<file path="src/rtl/seq_divider.sv">
// seq_divider -- sequential restoring (shift-subtract) integer divider.
//
// Produces one quotient bit per clock. After an operation is accepted,
// the quotient and remainder arrive N edges later. A start/busy/done
// handshake lets a controlling FSM launch an operation and collect the result.
//
// Optional feature (compile-time macro SEQ_DIVIDER_SIGNED_EN):
//   When defined, A and B are two's complement and the result truncates
//   toward zero. When undefined, the operands are unsigned and no sign
//   logic is built.
//
// Ports:
//   clk          system clock, rising edge
//   rst          asynchronous reset, active-low
//   start        request a division (sampled only while idle)
//   A, B         dividend / divisor, captured on the accepting edge
//   busy         high while an accepted operation iterates
//   done         one-cycle pulse; results valid
//   quotient     registered quotient, held until the next completion
//   remainder    registered remainder, held until the next completion
//   div_by_zero  registered divide-by-zero flag of the last operation
module seq_divider #(
  parameter int N = 4
) (
  input  logic         clk,
  input  logic         rst,
  input  logic         start,
  input  logic [N-1:0] A,
  input  logic [N-1:0] B,
  output logic         busy,
  output logic         done,
  output logic [N-1:0] quotient,
  output logic [N-1:0] remainder,
  output logic         div_by_zero
);

  localparam int CNT_W = $clog2(N + 1);

  typedef enum logic {IDLE = 1'b0, RUN = 1'b1} state_t;

  state_t         state;
  state_t         state_nxt;
  logic           accept;
  logic           zero_div;
  logic           last_iter;

  // A restored partial remainder is always below the divisor, so it fits
  // in N bits; the extra (N+1)th bit only exists in the shifted value.
  logic [N-1:0]   prem;
  logic [N-1:0]   wq;
  logic [N-1:0]   divisor;
  logic [CNT_W-1:0] count;

  logic [N:0]     shifted;
  logic [N:0]     trial;
  logic [N-1:0]   prem_nxt;
  logic [N-1:0]   wq_nxt;
  logic [N-1:0]   a_mag;
  logic [N-1:0]   b_mag;
  logic [N-1:0]   q_fin;
  logic [N-1:0]   r_fin;

`ifdef SEQ_DIVIDER_SIGNED_EN
  logic           q_neg;
  logic           r_neg;

  // Two's-complement negation. The most negative value maps to itself,
  // and its magnitude is still correct when read as unsigned.
  function automatic logic [N-1:0] negate_if(input logic [N-1:0] v,
                                             input logic         neg);
    return neg ? (~v + N'(1)) : v;
  endfunction
`endif

  // State register
  always_ff @(posedge clk or negedge rst) begin
    if (!rst) begin
      state <= IDLE;
    end else begin
      state <= state_nxt;
    end
  end

  // Next-state and handshake decode
  always_comb begin
    state_nxt = state;
    accept    = 1'b0;
    zero_div  = 1'b0;
    last_iter = 1'b0;
    case (state)
      IDLE: begin
        if (start) begin
          if (B != '0) begin
            accept    = 1'b1;
            state_nxt = RUN;
          end else begin
            zero_div  = 1'b1;
          end
        end
      end
      RUN: begin
        if (count == CNT_W'(1)) begin
          last_iter = 1'b1;
          state_nxt = IDLE;
        end
      end
      default: state_nxt = IDLE;
    endcase
  end

  // One restoring iteration: shift, trial-subtract, keep or restore
  always_comb begin
    shifted = {prem, wq[N-1]};
    trial   = shifted - {1'b0, divisor};
    if (trial[N]) begin
      // Borrow out: the divisor did not fit, so restore
      prem_nxt = shifted[N-1:0];
      wq_nxt   = {wq[N-2:0], 1'b0};
    end else begin
      prem_nxt = trial[N-1:0];
      wq_nxt   = {wq[N-2:0], 1'b1};
    end

`ifdef SEQ_DIVIDER_SIGNED_EN
    a_mag = negate_if(A, A[N-1]);
    b_mag = negate_if(B, B[N-1]);
    q_fin = negate_if(wq_nxt, q_neg);
    r_fin = negate_if(prem_nxt, r_neg);
`else
    a_mag = A;
    b_mag = B;
    q_fin = wq_nxt;
    r_fin = prem_nxt;
`endif
  end

  // Working registers and result registers
  always_ff @(posedge clk or negedge rst) begin
    if (!rst) begin
      prem        <= '0;
      wq          <= '0;
      divisor     <= '0;
      count       <= '0;
      done        <= 1'b0;
      quotient    <= '0;
      remainder   <= '0;
      div_by_zero <= 1'b0;
`ifdef SEQ_DIVIDER_SIGNED_EN
      q_neg       <= 1'b0;
      r_neg       <= 1'b0;
`endif
    end else begin
      done <= 1'b0;

      if (accept) begin
        prem    <= '0;
        wq      <= a_mag;
        divisor <= b_mag;
        count   <= CNT_W'(N);
`ifdef SEQ_DIVIDER_SIGNED_EN
        q_neg   <= A[N-1] ^ B[N-1];
        r_neg   <= A[N-1];
`endif
      end else if (state == RUN) begin
        prem  <= prem_nxt;
        wq    <= wq_nxt;
        count <= count - CNT_W'(1);
      end

      if (zero_div) begin
        // Division by zero resolves immediately, with no iterations
        quotient    <= '1;
        remainder   <= A;
        div_by_zero <= 1'b1;
        done        <= 1'b1;
      end else if (last_iter) begin
        quotient    <= q_fin;
        remainder   <= r_fin;
        div_by_zero <= 1'b0;
        done        <= 1'b1;
      end
    end
  end

  assign busy = (state == RUN);

endmodule
</file>
<file path="config.mk">
export PLATFORM = sky130hd
export DESIGN_NAME = seq_divider
export DESIGN_NICKNAME = d
export VERILOG_FILES = /design/src/rtl/seq_divider.sv
export SDC_FILE = /design/constraint.sdc
export NUM_CORES = 1
export LEC_CHECK = 0
export CAP_MARGIN = 10
export CORE_MARGIN = 1.5
export CORE_UTILIZATION = 46
export DETAILED_ROUTE_END_ITERATION = 8
export HOLD_SLACK_MARGIN = 0.15
export PLACE_DENSITY = 0.75
export SKIP_LAST_GASP = 1
export SLEW_MARGIN = 20
export SYNTH_ARGS = -nofsm -noshare
export SYNTH_HDL_FRONTEND = slang
export SYNTH_SLANG_ARGS = --single-unit
</file>
<file path="constraint.sdc">
create_clock -name clk -period 1.8 [get_ports clk]
set_input_delay 0.36 -clock clk [delete_from_list [all_inputs] [get_ports clk]]
set_output_delay 0.36 -clock clk [all_outputs]
set_load 0.03 [all_outputs]
</file>
==> out/metrics.cfg <==
[global_routing]
grt_pass1_vias = 1080
grt_max_degree = 27
antenna_found_initial = 0
gr-total-overflow = 0
grt_use_total = 0.1895
grt_pass1_wl_um = 4698

[finish]
diodes = 0
mostFrequentLayoutCells = dfrtp_1, buf_4, clkdlybuf4s50_1
fillers = 214
drive_gt1_frac = 0.2695
final_common_cell = dfrtp_1
final_cell_area_um2 = 1787
fin_nets = 187
syn_to_final_growth_pct = 36.91

[die]
boundaryPins = 22
rows = 19
fp.dieH_um = 56.27
start_util = 0.4773
dieArea_um2 = 3166
core_um2 = 2734
chipWidth_um = 56.27

[timing]
final-setup-viol-count = 9
rsz0062_at_grt = yes
tns_ns = -1.510
setup_ws_ns = -0.2430
relSlewSlack = 0.7559
fmax_ghz = 0.4895
skew_ns = 0.006442
worst_pin_slew_ns = 0.3658
fin_crit_ns = 2.043
period_share = 1.135
maxSlewViolCount = 0
final-hold-violation-count = 0

[yosys]
syn_nets = 142
synth_area_leaders = dfrtp_1, ha_1, o21ai_0, mux2i_1, o21ai_1
synth_cell_types = 27
async_flop_share = 1.000
yosysTopAreaCell = dfrtp_1
synth_top_flop_cell = dfrtp_1
synthCells = 124
synth_top_cell_area_share = 0.4986
syn_area_um2 = 1305
avgSynthCellArea_um2 = 10.52
synth_edf_count = 0
yosysWarnings = 0
ys_seq_elements = 26
synth_seq_area_share = 0.4986

[critical_path]
crit_cells = 8
end_kind = register
critPathRequiredTime_ns = 2.01
crit_fanout = 3
cpPeakStageDelay_ns = 0.39
crit_chain = inv_2 > ha_4 > fa_2 > nand2b_4 > a21oi_4 > xor2_2 > mux2i_2 > o21ai_1
ff2ff_path_depth = 8
critPathLaunchType = register
critPathArrivalTime_ns = 2.26
setup.worst_path.class = reg -> reg
crit_path_top_delay_cell = dfrtp_1
cp_num_buf_inv = 1
critPathTopFamily = adder cells

[power_and_ir_drop]
power.share.clock = 0.064
vdd_ir_drop_max_mv = 1.539
p_int_mw = 2.218
cellPowerDensity_nw_per_um2 = 2144
finalPower_mw = 3.830
swShare = 0.4209
power_switching_mw = 1.612
pwr-share-seq = 0.285
combPwrFrac = 0.651
leakage_nw = 0.8579

[cts]
cts-root-buf = clkbuf_4
h-tree-depth = 1
clk_pin_slew_worst_paths_ns = 0.14
clock_latency_ns = 0.32
cts_tree = done
ctsHoldBuffers = 0
cts_made_buffers = 3
cts_buffer_depth = 2
cts_sinks = 26

[drt]
wl_um = 2801
ant_nets = 0
wl_per_cell_um = 14.15
drt_iter0_markers = 14
drc_errors = 0
viasPerCell = 5.419
first_pass_iters = 4
via_count = 1073

[run]
cap_violations = 0

[placed_design]
place.gp.congestion = 0.8704
dp.final_hpwl_um = 2211
place_area_um2 = 1715
io_buffers = 21

[hold_path]
worstHoldPathType = in -> async

[status]
outcome = complete, but fails checks
violations = negative setup slack

[worst reg2reg max path, stage by stage, from the launching register on]
cell,delay (ns)
dfrtp_1,0.39
inv_2,0.06
ha_4,0.16
fa_2,0.34
nand2b_4,0.15
a21oi_4,0.18
xor2_2,0.24
mux2i_2,0.30
o21ai_1,0.11
[cell type report]
cell class                      count  area (um^2)  share of cell area
Sequential cell                    26        650.6              0.3641
Clock buffer                        3        22.52             0.01261
Tap cell                           31        38.79             0.02171
Multi-Input combinational cell     85        659.4              0.3690
Timing Repair Buffer               44        381.6              0.2136
Inverter                            9        33.78             0.01891
[path summary, 6_finish.rpt]
check | startpoint | to | slack (ns)
max in group asynchronous | rst | remainder[1]$_DFFE_PN0P_ | 1.15
setup reg to reg | wq[3]$_DFFE_PN0P_ | remainder[2]$_DFFE_PN0P_ | -0.24
hold / removal | rst | quotient[2]$_DFFE_PN0P_ | 0.39
min in group clk | div_by_zero$_DFFE_PN0P_ | div_by_zero$_DFFE_PN0P_ | 0.49
setup / recovery | wq[3]$_DFFE_PN0P_ | remainder[2]$_DFFE_PN0P_ | -0.24
hold reg to reg | div_by_zero$_DFFE_PN0P_ | div_by_zero$_DFFE_PN0P_ | 0.49
[routing by layer]
layer	global-route usage	part of all wire	vias to the layer above
li1	-	-	516
met1	0.2308	0.45	524
met2	0.3445	0.49	26
met3	0.02995	0.044	7
met4	0.05442	0.013	0
met5	0	0	-
[synth_stat cells, drive strengths merged (3+ instances only)]
cell type  instances
inv                9
nor2              10
xor2               3
a21oi              5
mux2               3
mux2i              6
nand2             10
a22oi              4
nand3              6
dfrtp             26
clkbuf             3
o21ai             20
ha                 6
[registers in the layout (all words and copies together), names as in the netlist]
signal	cells
busy	1
count	3
div_by_zero	1
divisor	4
done	1
prem	4
quotient	4
remainder	4
wq	4
[logic make-up (layout without fill, tap and decap cells)]
| group | Yosys count | count (layout) | share of synthesized area |
|---|---|---|---|
| AO/OA/AOI/OAI | 31 | 31 | 0.1333 |
| flip-flops | 26 | 26 | 0.4986 |
| XOR/XNOR | 5 | 5 | 0.03356 |
| buffers and inverters | 13 | 56 | 0.04985 |
| multiplexers | 9 | 9 | 0.07191 |
| adder cells (fa/ha/maj) | 7 | 7 | 0.07287 |
| AND/OR/NAND/NOR | 33 | 33 | 0.1400 |
[metrics by stage]
stage | hold WS [ns] | setup WS [ns] | instances | utilization
2_1_floorplan | 0.06441 | -0.1183 | 124 | -
3_3_place_gp | 0.4623 | -0.2111 | 192 | 0.6275
3_5_place_dp | 0.4654 | -0.3104 | 192 | 0.6275
4_1_cts | 0.3985 | -0.2479 | 196 | 0.6430
5_1_grt | 0.4136 | -0.2646 | 198 | 0.6535
6_report | 0.3923 | -0.2430 | 198 | 0.6535
[power by group through the flow]
stage	Sequential [mW]	Clock, mW	Combinational [mW]
after CTS	1.09	0.259	2.42
after global routing	1.12	0.274	2.70
final	1.09	0.245	2.49
after global placement	1.08	0	2.25
after detailed placement	1.09	0	2.35
after floorplan	1.26	0	1.34
[timing repair]
action	in CTS	in global routing
resized for setup	6	5
buffers inserted	1	2
endpoints found under the setup margin	11	10
pin swaps	6	1
endpoints found under the hold margin	0	0
(Power assumes the default switching activity.)
==> RTL change 1: new RTL, same settings <==
Add a define of `SEQ_DIVIDER_SIGNED_EN`.
--- a/src/rtl/seq_divider.sv
+++ b/src/rtl/seq_divider.sv
@@ -19,6 +19,8 @@
 //   quotient     registered quotient, held until the next completion
 //   remainder    registered remainder, held until the next completion
 //   div_by_zero  registered divide-by-zero flag of the last operation
+`define SEQ_DIVIDER_SIGNED_EN
+
 module seq_divider #(
   parameter int N = 4
 ) (
Check against the original RTL: not equivalent (a bounded check fails within 10 cycles, from zero or initial values and one cycle with rst low).
==> RTL change 1 against the unedited design <==
  * The flow still finishes with violations (negative setup slack)
  * Die area rose by 20%
  * Setup slack got worse by 0.48 ns
  * Routed wire length rose by 41%
  * Count of clock-buffer cells in the layout rose by 1
  * Final cell count rose by 35%
  * Sequential share of layout area fell by 5.9 points
  * Sequential cell count rose by 2
  * Cell area rose by 28%
  * Critical path depth rose by 3
  * Non-clock buffer count rose by 15
  * Synthesized area rose by 22%
Power is left out: the tool's default activity adds up to more than one toggle a clock period on the data nets, which glitch-free logic cannot reach.
==> RTL change 1: results (changes against the unedited design) <==
- Status: finished with violations
- Failing checks: negative setup slack
- Arr. time, crit path: 2.73 ns (+0.47 ns)
- Final Worst Setup Slack: -0.718 ns (-0.475 ns)
- Min-Delay Path Class: input pin to asynchronous set/reset pin
- Syn_nets: 186 (+31%)
- Worst-path clk slew: 0.16 ns (+0.02 ns)
- Antenna cells: 0 (unchanged)
- YS warnings: 0 (unchanged)
- Final nets: 245 (+31%)
- Area after DPL: 2090 um2 (+22%)
- Num CTS Buffers: 3 (unchanged)
- Via density: 5.30 (-2.2%)
- Skew-Pair Late Insertion Delay: approximately 0.33 ns
- Max-slew headroom: 71.3% (-4.3 points)
- Placed Cells incl. Taps: 257 (+34%)
- Detailed placement HPWL: 2890 um (+31%)
- Vias in the first global route: 1365 (+26%)
- Root Buffer: clkbuf_4
- CTS Buffer Depth: 2 (unchanged)
- Gr usage total: 22.0% (+3.1 points)
- Synth cell count leaders: dfrtp_1, inv_1, o21ai_0
- Final wirelength: 3960 um (+41%)
- Gate Count Post-Synth: 164 (+32%)
- First-pass GRT wire length: 6000 um (+28%)
- Skew final: 0.0136 ns (+0.00717 ns)
- Post-synthesis cell type count: 31 (+15%)
- Largest net degree at the start of global routing: 29 (+7.4%)
- Top cells by area, synth: dfrtp_1, ha_1, o21ai_0
- FFs w/ async S/R, synth: 100% (unchanged)
- Final RePlAce weighted congestion: 0.890 (+2.3%)
- Worst Path Max Fanout: 3 (unchanged)
- IO buf count: 21 (unchanged)
- Final instance area: 2290 um2 (+28%)
- Max H-tree Level: 1 (unchanged)
- Drt initial violations: 112 (+98)
- Non-Filler Instances: 268 (+35%)
- Sequential element share of the synthesized area: 44.2% (-5.7 points)
- Share of cells above drive strength 1: 28.4% (+1.4 points)
- Initial antenna violation count: 0 (unchanged)
- Final setup viols: 13 (+4)
- Post-route DRC: 0 (unchanged)
- Filler cells: 267 (+25%)
## RTL change 1: metrics by stage
| stage | TNS [ns] | worst slack (ns) | hold WS (ns) |
|---|---|---|---|
| floorplan | -4.22 | -0.678 | 0.0644 |
| CTS | -5.58 | -0.654 | 0.404 |
| global placement | -5.31 | -0.567 | 0.462 |
| finish | -6.43 | -0.718 | 0.388 |
| global route | -7.45 | -0.815 | 0.406 |
| detailed placement | -6.61 | -0.671 | 0.473 |
## RTL change 1: critical path, cell delays in order (launching register included)
cell      delay [ns]
dfrtp_1         0.41
ha_2            0.18
fa_2            0.33
nand2b_4        0.15
a21oi_4         0.20
xor2_4          0.22
mux2i_2         0.26
inv_1           0.08
ha_1            0.18
nand2b_1        0.15
xnor2_1         0.16
o21ai_1         0.07
## RTL change 1: final timing paths
check / cells past startpoint / end / from
min reg2reg: 1 / div_by_zero / div_by_zero
min in group clk: 1 / div_by_zero / div_by_zero
max: 11 / remainder[2] / divisor[0]
max in group asynchronous: 2 / prem[3] / rst
max reg2reg: 11 / remainder[2] / divisor[0]
min: 2 / quotient[2] / rst
## RTL change 1: area by class of cell
| cell class | instances | area share, % |
|---|---|---|
| timing repair buffer | 59 | 23.0 |
| tap | 46 | 2.51 |
| clock buffer | 4 | 1.58 |
| inverter | 20 | 3.49 |
| multi-input combinational | 111 | 38.9 |
| sequential | 28 | 30.6 |
## RTL change 1: logic make-up (layout without fill, tap and decap cells)
family,count (synthesis),count (layout),share of synthesized area (%)
simple gates,44,44,13.3
compound gates,37,37,14.9
flops,28,28,44.2
buf+inv,25,83,5.91
fa+ha+maj,11,11,9.15
xor+xnor,10,10,6.70
mux,9,9,5.84
## RTL change 1: per-layer routing
metal | vias to the layer above | wire length, um | GRT usage (%)
li1 | 674 | - | -
met1 | 696 | 1600 | 25.1
met2 | 41 | 2140 | 41.7
met3 | 10 | 136 | 2.90
met4 | 0 | 83 | 8.21
met5 | - | 0 | 0
## RTL change 1: repair_timing
| item | 4_1_cts | 5_1_grt |
|---|---|---|
| endpoints found under the setup margin | 14 | 15 |
| pin swaps | 5 | 2 |
| hold endpoints to repair | 0 | 0 |
| buffers inserted | 4 | 3 |
| gates resized for setup | 24 | 8 |
==> RTL change 2: new RTL, same settings <==
Made on the original files. Put one more register stage on the output `quotient`, with the module's reset. The value now appears one clock later. The other outputs are not delayed to match. Comments in the files are not updated.
--- a/src/rtl/seq_divider.sv
+++ b/src/rtl/seq_divider.sv
@@ -37,6 +37,8 @@
   localparam int CNT_W = $clog2(N + 1);
 
   typedef enum logic {IDLE = 1'b0, RUN = 1'b1} state_t;
+
+  logic [N-1:0] quotient_s0;
 
   state_t         state;
   state_t         state_nxt;
@@ -142,7 +144,7 @@
       divisor     <= '0;
       count       <= '0;
       done        <= 1'b0;
-      quotient    <= '0;
+      quotient_s0 <= '0;
       remainder   <= '0;
       div_by_zero <= 1'b0;
 `ifdef SEQ_DIVIDER_SIGNED_EN
@@ -169,12 +171,12 @@
 
       if (zero_div) begin
         // Division by zero resolves immediately, with no iterations
-        quotient    <= '1;
+        quotient_s0 <= '1;
         remainder   <= A;
         div_by_zero <= 1'b1;
         done        <= 1'b1;
       end else if (last_iter) begin
-        quotient    <= q_fin;
+        quotient_s0 <= q_fin;
         remainder   <= r_fin;
         div_by_zero <= 1'b0;
         done        <= 1'b1;
@@ -184,4 +186,12 @@
 
   assign busy = (state == RUN);
 
+  always_ff @(posedge clk or negedge rst) begin
+    if (!rst) begin
+      quotient <= '0;
+    end else begin
+      quotient <= quotient_s0;
+    end
+  end
+
 endmodule
Function: changed (Yosys sat finds a counterexample within 4 cycles, from zero or initial values and one cycle with rst low).
==> RTL change 2 against the unedited design <==
  * The run still ends with negative setup slack left
  * Cell area up 8.8%
  * Sequential power up 11%
  * Setup slack worse by 0.075 ns
  * Routed wire length up 15%
  * Sequential cell count up 4
  * Clock skew down 0.00059 ns
  * Synthesized area up 7.7%
  * Total power up 17%
  * Utilization up 3.4 points
  * Clock power rose to 2.9 times the old value
  * Count of clock-buffer cells in the layout up 3
==> RTL change 2: results (changes against the unedited design) <==
- Num CTS Buffers: 5 (+2)
- Max H-tree Level: 2 (+1)
- Top delay family on crit path: compound AO/OA/AOI/OAI gates
- ClkCell Share: 5.73% (+4.5 points)
- Failing checks: negative setup slack
- Syn_nets: 143 (+0.70%)
- Detailed placement HPWL: 2140 um (-3.2%)
- Min-Delay Path Class: flip-flop to flip-flop
- Mean area per synthesized cell: 11.2 um2 (+6.8%)
- DR pass1 iterations: 4 (unchanged)
- Slew @ Worst Pin: 0.403 ns (+0.0377 ns)
- Compound-cell area share of the yosys netlist: 13.5% (+0.21 points)
- Number of signal-net buffers in the layout: 42 (-4.5%)
- Status: finished with violations
- Clock sink count: 30 (+15%)
- CP max-delay cell: dfrtp_1
- Final setup viols: 10 (+1)
- Final RePlAce weighted congestion: 0.823 (-5.4%)
- Post-synthesis xor/xnor area fraction: 3.03% (-0.33 points)
- Mux cell area share after synthesis: 6.86% (-0.33 points)
- Drt initial violations: 44 (+30)
- Synth cell count leaders: dfrtp_1, o21ai_0, inv_1, nor2_1, nand2_1
- Fraction of area in multi-input gates: 32.4% (-4.5 points)
- Final nets: 188 (+0.53%)
- R2r endpoint: prem[0]
- FFs w/ async S/R, synth: 100% (unchanged)
- First-pass GRT wire length: 5040 um (+7.3%)
- WHS: 0.386 ns (-0.00668 ns)
- Gr usage total: 20.8% (+1.9 points)
- Filler cells: 225 (+5.1%)
- Clock Buffer Count: 6 (+3)
- Largest net degree at the start of global routing: 31 (+15%)
- Post-synthesis cell type count: 32 (+19%)
- Area after DPL: 1750 um2 (+1.8%)
- Via density: 5.39 (-0.61%)
- Sequential share of cell area: 38.6% (+2.2 points)
- Int Pwr: 0.00273 W (+23%)
- Skew final: 0.00585 ns (-0.000595 ns)
- Worst Path Max Fanout: 5 (+2)
- Min-Delay Path Depth: 0
- Multi-input comb cells: 82 (-3.5%)
- Top cells by area, synth: dfrtp_1, ha_1, mux2i_1
- Setup TNS: -2.86 ns (-1.35 ns)
- Pre-CTS setup slack: -0.286 ns (+0.0246 ns)
- Final wirelength: 3230 um (+15%)
- Placed Cells incl. Taps: 189 (-1.6%)
- Skew-Pair Late Insertion Delay: 0.34 ns (+0.02 ns)
- Worst-path clk slew: 0.10 ns (-0.04 ns)
- Sequential element share of the synthesized area: 53.4% (+3.6 points)
- Initial antenna violation count: 0 (unchanged)
- Adder-cell share of the synthesized area: 6.77% (-0.52 points)
- Crit-path max cell delay: 0.41 ns (+0.02 ns)
- Leak: 0.951 nW (+11%)
- Arr. time, crit path: 2.39 ns (+0.13 ns)
- Critical R2R Launch: wq[3]
- Routed len/inst: 16.0 um (+13%)
- Maximum VDD drop: 0.00120 V (-22%)
- Data buffer area share: 19.4% (-2.0 points)
- Final Worst Setup Slack: -0.318 ns (-0.0749 ns)
-- RTL change 2: per-layer routing --
layer	vias up	wire length (um)	share of wire (%)	GRT usage, %
met5	-	0	0	0
met4	0	92	2.8	11.3
met3	10	141	4.4	8.71
met2	30	1650	51	31.9
met1	530	1340	42	24.8
li1	518	-	-	-
-- RTL change 2: power by group through the flow --
stage | Sequential (W) | Combinational (W) | Clock, W
after floorplan | 0.00139 | 0.00118 | 0
after global placement | 0.00119 | 0.00200 | 0
after detailed placement | 0.00121 | 0.00211 | 0
after CTS | 0.00120 | 0.00216 | 0.000730
after global routing | 0.00125 | 0.00276 | 0.000761
final | 0.00121 | 0.00253 | 0.000719
-- RTL change 2: timing repair --
| item | CTS | global route |
|---|---|---|
| hold buffers | 0 | 0 |
| setup endpoints to repair | 10 | 12 |
| buffers inserted | 2 | 4 |
| resized for setup | 5 | 8 |
| hold endpoints to repair | 0 | 0 |
| pin swaps | 4 | 4 |
